<file path="src/rtl/cs_address_sequencer_pkg.sv">
// Shared definitions for the control-store address sequencer and the condition branch logic.
package cs_address_sequencer_pkg;

  typedef enum logic [1:0] {
    SEL_NEXT   = 2'b00,
    SEL_JUMP   = 2'b01,
    SEL_DECODE = 2'b10,
    SEL_RETURN = 2'b11
  } csas_sel_e;

  localparam int unsigned CSAS_RESET_VECTOR = 0;
  localparam logic        CSAS_DECODE_PREFIX = 1'b1;

endpackage

</file>
<file path="src/rtl/cs_address_sequencer_cs_return_stack.sv">
// Microcode subroutine return stack: storage, pointer, full/empty, sticky overflow/underflow.
module cs_return_stack #(
  parameter int DEPTH = 4,
  parameter int AW    = 11
) (
  input  logic          clk,
  input  logic          rst_n,
  input  logic          i_push,
  input  logic          i_pop,
  input  logic [AW-1:0] i_push_addr,
  output logic [AW-1:0] o_top,
  output logic          o_empty,
  output logic          o_ovf,
  output logic          o_unf
);

  localparam int IDX_W = $clog2(DEPTH);
  localparam int SP_W  = IDX_W + 1;

  logic [SP_W-1:0]  r_sp;
  logic [AW-1:0]    r_mem [DEPTH];
  logic             r_ovf;
  logic             r_unf;
  logic             w_full;
  logic             w_empty;
  logic [SP_W-1:0]  w_sp_dec;
  logic [IDX_W-1:0] w_top_idx;

  assign w_full    = (r_sp == SP_W'(DEPTH));
  assign w_empty   = (r_sp == '0);
  assign w_sp_dec  = r_sp - 1'b1;
  assign w_top_idx = w_sp_dec[IDX_W-1:0];

  always_ff @(posedge clk or negedge rst_n) begin
    if (!rst_n) begin
      r_sp  <= '0;
      r_ovf <= 1'b0;
      r_unf <= 1'b0;
    end else if (i_push) begin
      if (w_full) r_ovf <= 1'b1;
      else        r_sp  <= r_sp + 1'b1;
    end else if (i_pop) begin
      if (w_empty) r_unf <= 1'b1;
      else         r_sp  <= w_sp_dec;
    end
  end

  // Storage carries no reset; only entries below SP are ever read as valid.
  always_ff @(posedge clk) begin
    if (i_push && !w_full) r_mem[r_sp[IDX_W-1:0]] <= i_push_addr;
  end

  assign o_top   = r_mem[w_top_idx];
  assign o_empty = w_empty;
  assign o_ovf   = r_ovf;
  assign o_unf   = r_unf;

endmodule

</file>
<file path="src/rtl/cs_address_sequencer.sv">
// Control-store address sequencer: next-address mux and address register.
// Optional return stack enabled by defining CSAS_RETURN_STACK_EN.
module cs_address_sequencer
  import cs_address_sequencer_pkg::*;
#(
  parameter int CS_ADDR_WIDTH   = 11,
  parameter int DECODE_OP_WIDTH = 8,
  parameter int RSTACK_DEPTH    = 4
) (
  input  logic                       CSAS_CLOCK_50,
  input  logic                       CSAS_RESET_InLow,
  input  logic [1:0]                 CSAS_SEL_IN,
  input  logic [CS_ADDR_WIDTH-1:0]   CSAS_JADDR_IN,
  input  logic                       CSAS_LINK_IN,
  input  logic [DECODE_OP_WIDTH-1:0] CSAS_IROP_IN,
  input  logic                       CSAS_STALL_IN,
  output logic [CS_ADDR_WIDTH-1:0]   CSAS_ADDR_OUT,
  output logic                       CSAS_OVF_OUT,
  output logic                       CSAS_UNF_OUT
);

  localparam int DEC_W = DECODE_OP_WIDTH + 3;

  logic [CS_ADDR_WIDTH-1:0] r_addr;
  logic [CS_ADDR_WIDTH-1:0] w_addr_nxt;
  logic [CS_ADDR_WIDTH-1:0] w_next;
  logic [CS_ADDR_WIDTH-1:0] w_decode;
  logic [CS_ADDR_WIDTH-1:0] w_reset_vec;
  logic [DEC_W-1:0]         w_decode_full;
  csas_sel_e                w_sel;

  assign w_sel         = csas_sel_e'(CSAS_SEL_IN);
  assign w_next        = r_addr + 1'b1;
  assign w_decode_full = {CSAS_DECODE_PREFIX, CSAS_IROP_IN, 2'b00};
  assign w_decode      = CS_ADDR_WIDTH'(w_decode_full);
  assign w_reset_vec   = CS_ADDR_WIDTH'(CSAS_RESET_VECTOR);

`ifdef CSAS_RETURN_STACK_EN
  logic [CS_ADDR_WIDTH-1:0] w_top;
  logic                     w_empty;
  logic                     w_push;
  logic                     w_pop;

  // Stall gates the stack so pointer and flags hold with the address.
  assign w_push = !CSAS_STALL_IN && (w_sel == SEL_JUMP) && CSAS_LINK_IN;
  assign w_pop  = !CSAS_STALL_IN && (w_sel == SEL_RETURN);

  cs_return_stack #(
    .DEPTH (RSTACK_DEPTH),
    .AW    (CS_ADDR_WIDTH)
  ) u_rstack (
    .clk         (CSAS_CLOCK_50),
    .rst_n       (CSAS_RESET_InLow),
    .i_push      (w_push),
    .i_pop       (w_pop),
    .i_push_addr (w_next),
    .o_top       (w_top),
    .o_empty     (w_empty),
    .o_ovf       (CSAS_OVF_OUT),
    .o_unf       (CSAS_UNF_OUT)
  );
`else
  logic w_unused_link;
  localparam int unused_rstack_depth = RSTACK_DEPTH;

  assign w_unused_link = CSAS_LINK_IN;
  assign CSAS_OVF_OUT  = 1'b0;
  assign CSAS_UNF_OUT  = 1'b0;
`endif

  always_comb begin
    w_addr_nxt = w_next;
    case (w_sel)
      SEL_NEXT:   w_addr_nxt = w_next;
      SEL_JUMP:   w_addr_nxt = CSAS_JADDR_IN;
      SEL_DECODE: w_addr_nxt = w_decode;
`ifdef CSAS_RETURN_STACK_EN
      SEL_RETURN: w_addr_nxt = w_empty ? w_reset_vec : w_top;
`else
      SEL_RETURN: w_addr_nxt = w_next;
`endif
      default:    w_addr_nxt = w_next;
    endcase
  end

  always_ff @(posedge CSAS_CLOCK_50 or negedge CSAS_RESET_InLow) begin
    if (!CSAS_RESET_InLow)   r_addr <= w_reset_vec;
    else if (!CSAS_STALL_IN) r_addr <= w_addr_nxt;
  end

  assign CSAS_ADDR_OUT = r_addr;

endmodule

</file>
<file path="config.mk">
export PLATFORM = sky130hd
export DESIGN_NAME = cs_address_sequencer
export DESIGN_NICKNAME = d
export VERILOG_FILES = /design/src/rtl/cs_address_sequencer_pkg.sv /design/src/rtl/cs_address_sequencer_cs_return_stack.sv /design/src/rtl/cs_address_sequencer.sv
export SDC_FILE = /design/constraint.sdc
export NUM_CORES = 1
export LEC_CHECK = 0
export ABC_CLOCK_PERIOD_IN_PS = 1600
export BUFFER_PORTS_ARGS = -buffer_cell sky130_fd_sc_hd__buf_4
export CELL_PAD_IN_SITES_DETAIL_PLACEMENT = 1
export CELL_PAD_IN_SITES_GLOBAL_PLACEMENT = 1
export CORE_MARGIN = 10
export CORE_UTILIZATION = 33
export DETAILED_ROUTE_END_ITERATION = 7
export PLACE_DENSITY = 0.76
export RECOVER_POWER = 25
export SYNTH_ARGS = -nofsm -noshare
export SYNTH_HDL_FRONTEND = slang
export SYNTH_HIERARCHICAL = 1
export SYNTH_SLANG_ARGS = --single-unit
export TNS_END_PERCENT = 20
</file>
<file path="constraint.sdc">
create_clock -name CSAS_CLOCK_50 -period 1.6 [get_ports CSAS_CLOCK_50]
set_input_delay 0.32 -clock CSAS_CLOCK_50 [delete_from_list [all_inputs] [get_ports CSAS_CLOCK_50]]
set_output_delay 0.32 -clock CSAS_CLOCK_50 [all_outputs]
set_load 0.05 [all_outputs]
</file>
## After elaboration in Yosys (flattened, before gate mapping)

Index checks and enable logic that the tools add are counted.

| cells by class | value |
|---|---|
| $add $sub $neg | 1 |
| equal/unequal tests | 3 |
| mux-type cells | 1 |
| reduce and logical (&&, ||, !) cells | 2 |

Operators with widths:

| kind | count |
|---|---|
| $pmux 11 s3 | 1 |
| $add 11x1->11 const B | 1 |
| $eq 2x2->1 const B | 2 |
| $eq 2x1->1 const B | 1 |
| $logic_not 2->1 | 1 |
| $reduce_or 2->1 | 1 |

| word-level totals | value |
|---|---|
| register bits | 11 |
| input port bits | 25 |
| output and inout bits | 13 |
| word-level logic and storage cells | 8 |

## Longest topological paths before layout

| depth | value |
|---|---|
| word-level depth | 3 |
| depth in mapped cells | 7 |
| gate-level depth less buffers | 6 |

## Worst setup path before layout

No wires, ideal clock.

| timing path | value |
|---|---|
| path kind | register -> register |
| from | register r_addr[0] (netlist: CSAS_ADDR_OUT[0]) |
| to | register r_addr[8] (netlist: CSAS_ADDR_OUT[8]) |
| library setup time | 0.129 ns |
| arrival | 1.682 ns |
| data required time | 1.471 ns |
| slack | -0.211 ns |
| stages on the path, launching flop included | 6 |
| buffers on the path | 0 |
| period minus slack after synthesis | 1.811 ns |
| cell sequence | dfrtp_1 ha_1 nand2_1 o31a_2 o21ai_0 a21oi_1 |

| between the ends | value |
|---|---|
| cells in the longest elaborated chain, start to end | 2 |

Ends and longest elaborated chain:

| what | line | source |
|---|---|---|
| start: declaration | cs_address_sequencer.sv:24 | `logic [CS_ADDR_WIDTH-1:0] r_addr;` |
| start signal: assignment | cs_address_sequencer.sv:87 | `if (!CSAS_RESET_InLow) r_addr <= w_reset_vec;` |
| start signal: assignment | cs_address_sequencer.sv:88 | `else if (!CSAS_STALL_IN) r_addr <= w_addr_nxt;` |
| $add 11x1->11 | cs_address_sequencer.sv:33 | `assign w_next = r_addr + 1'b1;` |
| $pmux 11 s3 | cs_address_sequencer.sv:73 | `case (w_sel)` |

No other way between the ends.
A chain may end at the register's enable or synchronous reset.

## Final worst setup path

| timing path | value |
|---|---|
| from | register r_addr[1] (netlist: CSAS_ADDR_OUT[1]) |
| to | register r_addr[8] (netlist: CSAS_ADDR_OUT[8]) |

Same word-level chain as after synthesis.

==> reports/results.ini <==
[synthesis]
synth_seq_cells=11
synth_cell_types=33
yosysWarnings=6
synth_area_leaders=dfrtp_1, a21oi_1, a221oi_1
synth_area_um2=875
syn-mean-instance-area_um2=8.33
syn_inst=105
synthDominantCellAreaShare=0.315
synth_top_area_cell=dfrtp_1
ys_seq_area_frac=0.315

[route]
routed_via_density=5.50
vias=941
wl_um=2910
drt_pre_antenna_iters=4
detail_route.wl_per_cell_um=17.0
ant_nets=0
drtIter0Drc=23
route.detailed.drc=0

[timing]
tightest_slew_ns=0.663
clock.fmax_mhz=685
finalCritPeriodShare=0.912
finalSetupViolations=0
timing.hold.ws_ns=0.322
setup_tns_ns=0
slew_viol_final=0
rsz0062_at_grt=no
min_period_ns=1.46
skew_ns=0.00399
slew_headroom=0.558
finalHoldViolations=0

[cts]
clock_path_buffers=2
cts-root-buf=clkbuf_4
cts_buffers=3
tritoncts=done
clock-sinks=11
htree_levels=1
postCtsSetupBuffers=0
insertion_delay_ns=0.29
clkTransAtPathRegs_ns=0.08

[finish]
fin_nets=170
largest_reg_flops=11
area_growth_pct=38.5
drive_above_1_share=0.369
finish.utilization=0.484
num_antenna_cells=0
layout_common_cells=buf_4, a21oi_1, nand2_1
layout_commonest_cell=buf_4
final-instance-count-excl-fill=171

[power_and_ir_drop]
finalPower_mw=1.12
peakVddDrop_mv=0.585
p_per_area_nw_per_um2=921
p_leak_nw=0.523

[critical_path]
critical_path.startpoint_type=flop
crit_fanout=6
crit_arrival_ns=1.63
cp-end-kind=flop
r2r-end=CSAS_ADDR_OUT[8]
r2r_start=CSAS_ADDR_OUT[1]
rr_worst_depth=5
crit_required_ns=1.77
crit_type=reg -> reg
r2r_slack_ns=0.14

[global_routing]
grt_max_degree=27
antenna_found_initial=0
grt_remaining_overflow=0
gr-usage-all-layers=0.118
grt_pass1_wl_um=4940
first_global_vias=1049

[die]
die-area_um2=5110
io_pins=38
die_h_um=71.5
start_util=0.350
core_area_um2=2500
dieWidth_um=71.5
rows=18

[placed_design]
gp_congestion=0.780
dp_cells=166
numPortBuffers=34
place_hpwl_um=2350

[hold_path]
whs_endpoint=CSAS_ADDR_OUT[3]
hold_path_depth=3
hp-class=in -> reg
min_from=CSAS_JADDR_IN[3]

[job]
maxCapViolCount=0

[outcome]
status=completed

==> final cells by class <==
class | count | area, um^2
fill | 313 | 1290
multi-input combinational | 78 | 538
timing repair buffer | 40 | 299
sequential | 11 | 280
tap | 30 | 37.5
inverter | 8 | 30.0
clock buffer | 4 | 26.3
==> worst max-delay path by stage <==
stage,start,to,cells after the start
floorplan,CSAS_ADDR_OUT[6],CSAS_ADDR_OUT[9],4
global placement,CSAS_SEL_IN[1],CSAS_ADDR_OUT[7],7
detailed placement,CSAS_SEL_IN[1],CSAS_ADDR_OUT[7],7
CTS,CSAS_ADDR_OUT[1],CSAS_ADDR_OUT[8],5
global route,CSAS_ADDR_OUT[1],CSAS_ADDR_OUT[8],5
finish,CSAS_ADDR_OUT[1],CSAS_ADDR_OUT[8],5
==> cells in the mapped netlist <==
cell type,count
a221oi_1,5
nand3_1,5
o21a_1,2
inv_1,7
a211oi_1,3
nand3_4,1
clkbuf_1,4
o31a_2,2
a211o_1,1
o21ai_1,1
mux2i_1,1
clkinv_1,1
nor2b_1,2
o2111ai_1,2
xnor2_1,3
nor4_4,1
nor2_1,5
nor3_2,1
o31ai_1,3
and3_1,1
nor3_1,5
nand2_1,8
dfrtp_1,11
o21ai_0,6
buf_4,2
conb_1,1
ha_1,3
nor4_1,3
clkbuf_4,1
a21oi_1,10
a221oi_2,1
buf_2,2
xor2_1,1
==> metal layers <==
layer / vias up / track usage / routed length, um
li1: 459 / - / -
met1: 459 / 0.126 / 1230
met2: 18 / 0.212 / 1520
met3: 5 / 0.0331 / 105
met4: 0 / 0.0452 / 48
met5: - / 0 / 0
==> through the flow <==
step	cell area (um^2)	setup slack [ns]
6_report	1210	0.141
5_1_grt	1210	0.0128
4_1_cts	1210	0.133
3_5_place_dp	1180	-0.0316
3_3_place_gp	1180	0.0512
2_1_floorplan	896	-0.0216
==> worst max-delay path, stage by stage, from the launching register on <==
cell and delay [ns]:
dfrtp_2 0.43, ha_4 0.16, nand2_1 0.15, o31a_2 0.35, o21ai_0 0.16, a21oi_1 0.08
==> logic make-up after synthesis <==
group,after synthesis,share of synthesized area
other cells,1,0.00429
simple gates,32,0.212
compound gates,36,0.286
buf+inv,17,0.0887
xor+xnor,4,0.0401
mux,1,0.0114
fa+ha+maj,3,0.0429
flops,11,0.315
==> what timing repair did <==
| item | CTS | global route |
|---|---|---|
| hold buffers | 1 | 0 |
| resized for setup | 0 | 0 |
| hold endpoints to repair | 11 | 0 |
==> power breakdown <==
| group | switching (mW) | internal, mW |
|---|---|---|
| logic | 0.322 | 0.189 |
| registers | 0.0719 | 0.325 |
| clock network | 0.111 | 0.0972 |
| total | 0.505 | 0.611 |
(Power assumes the default switching activity.)
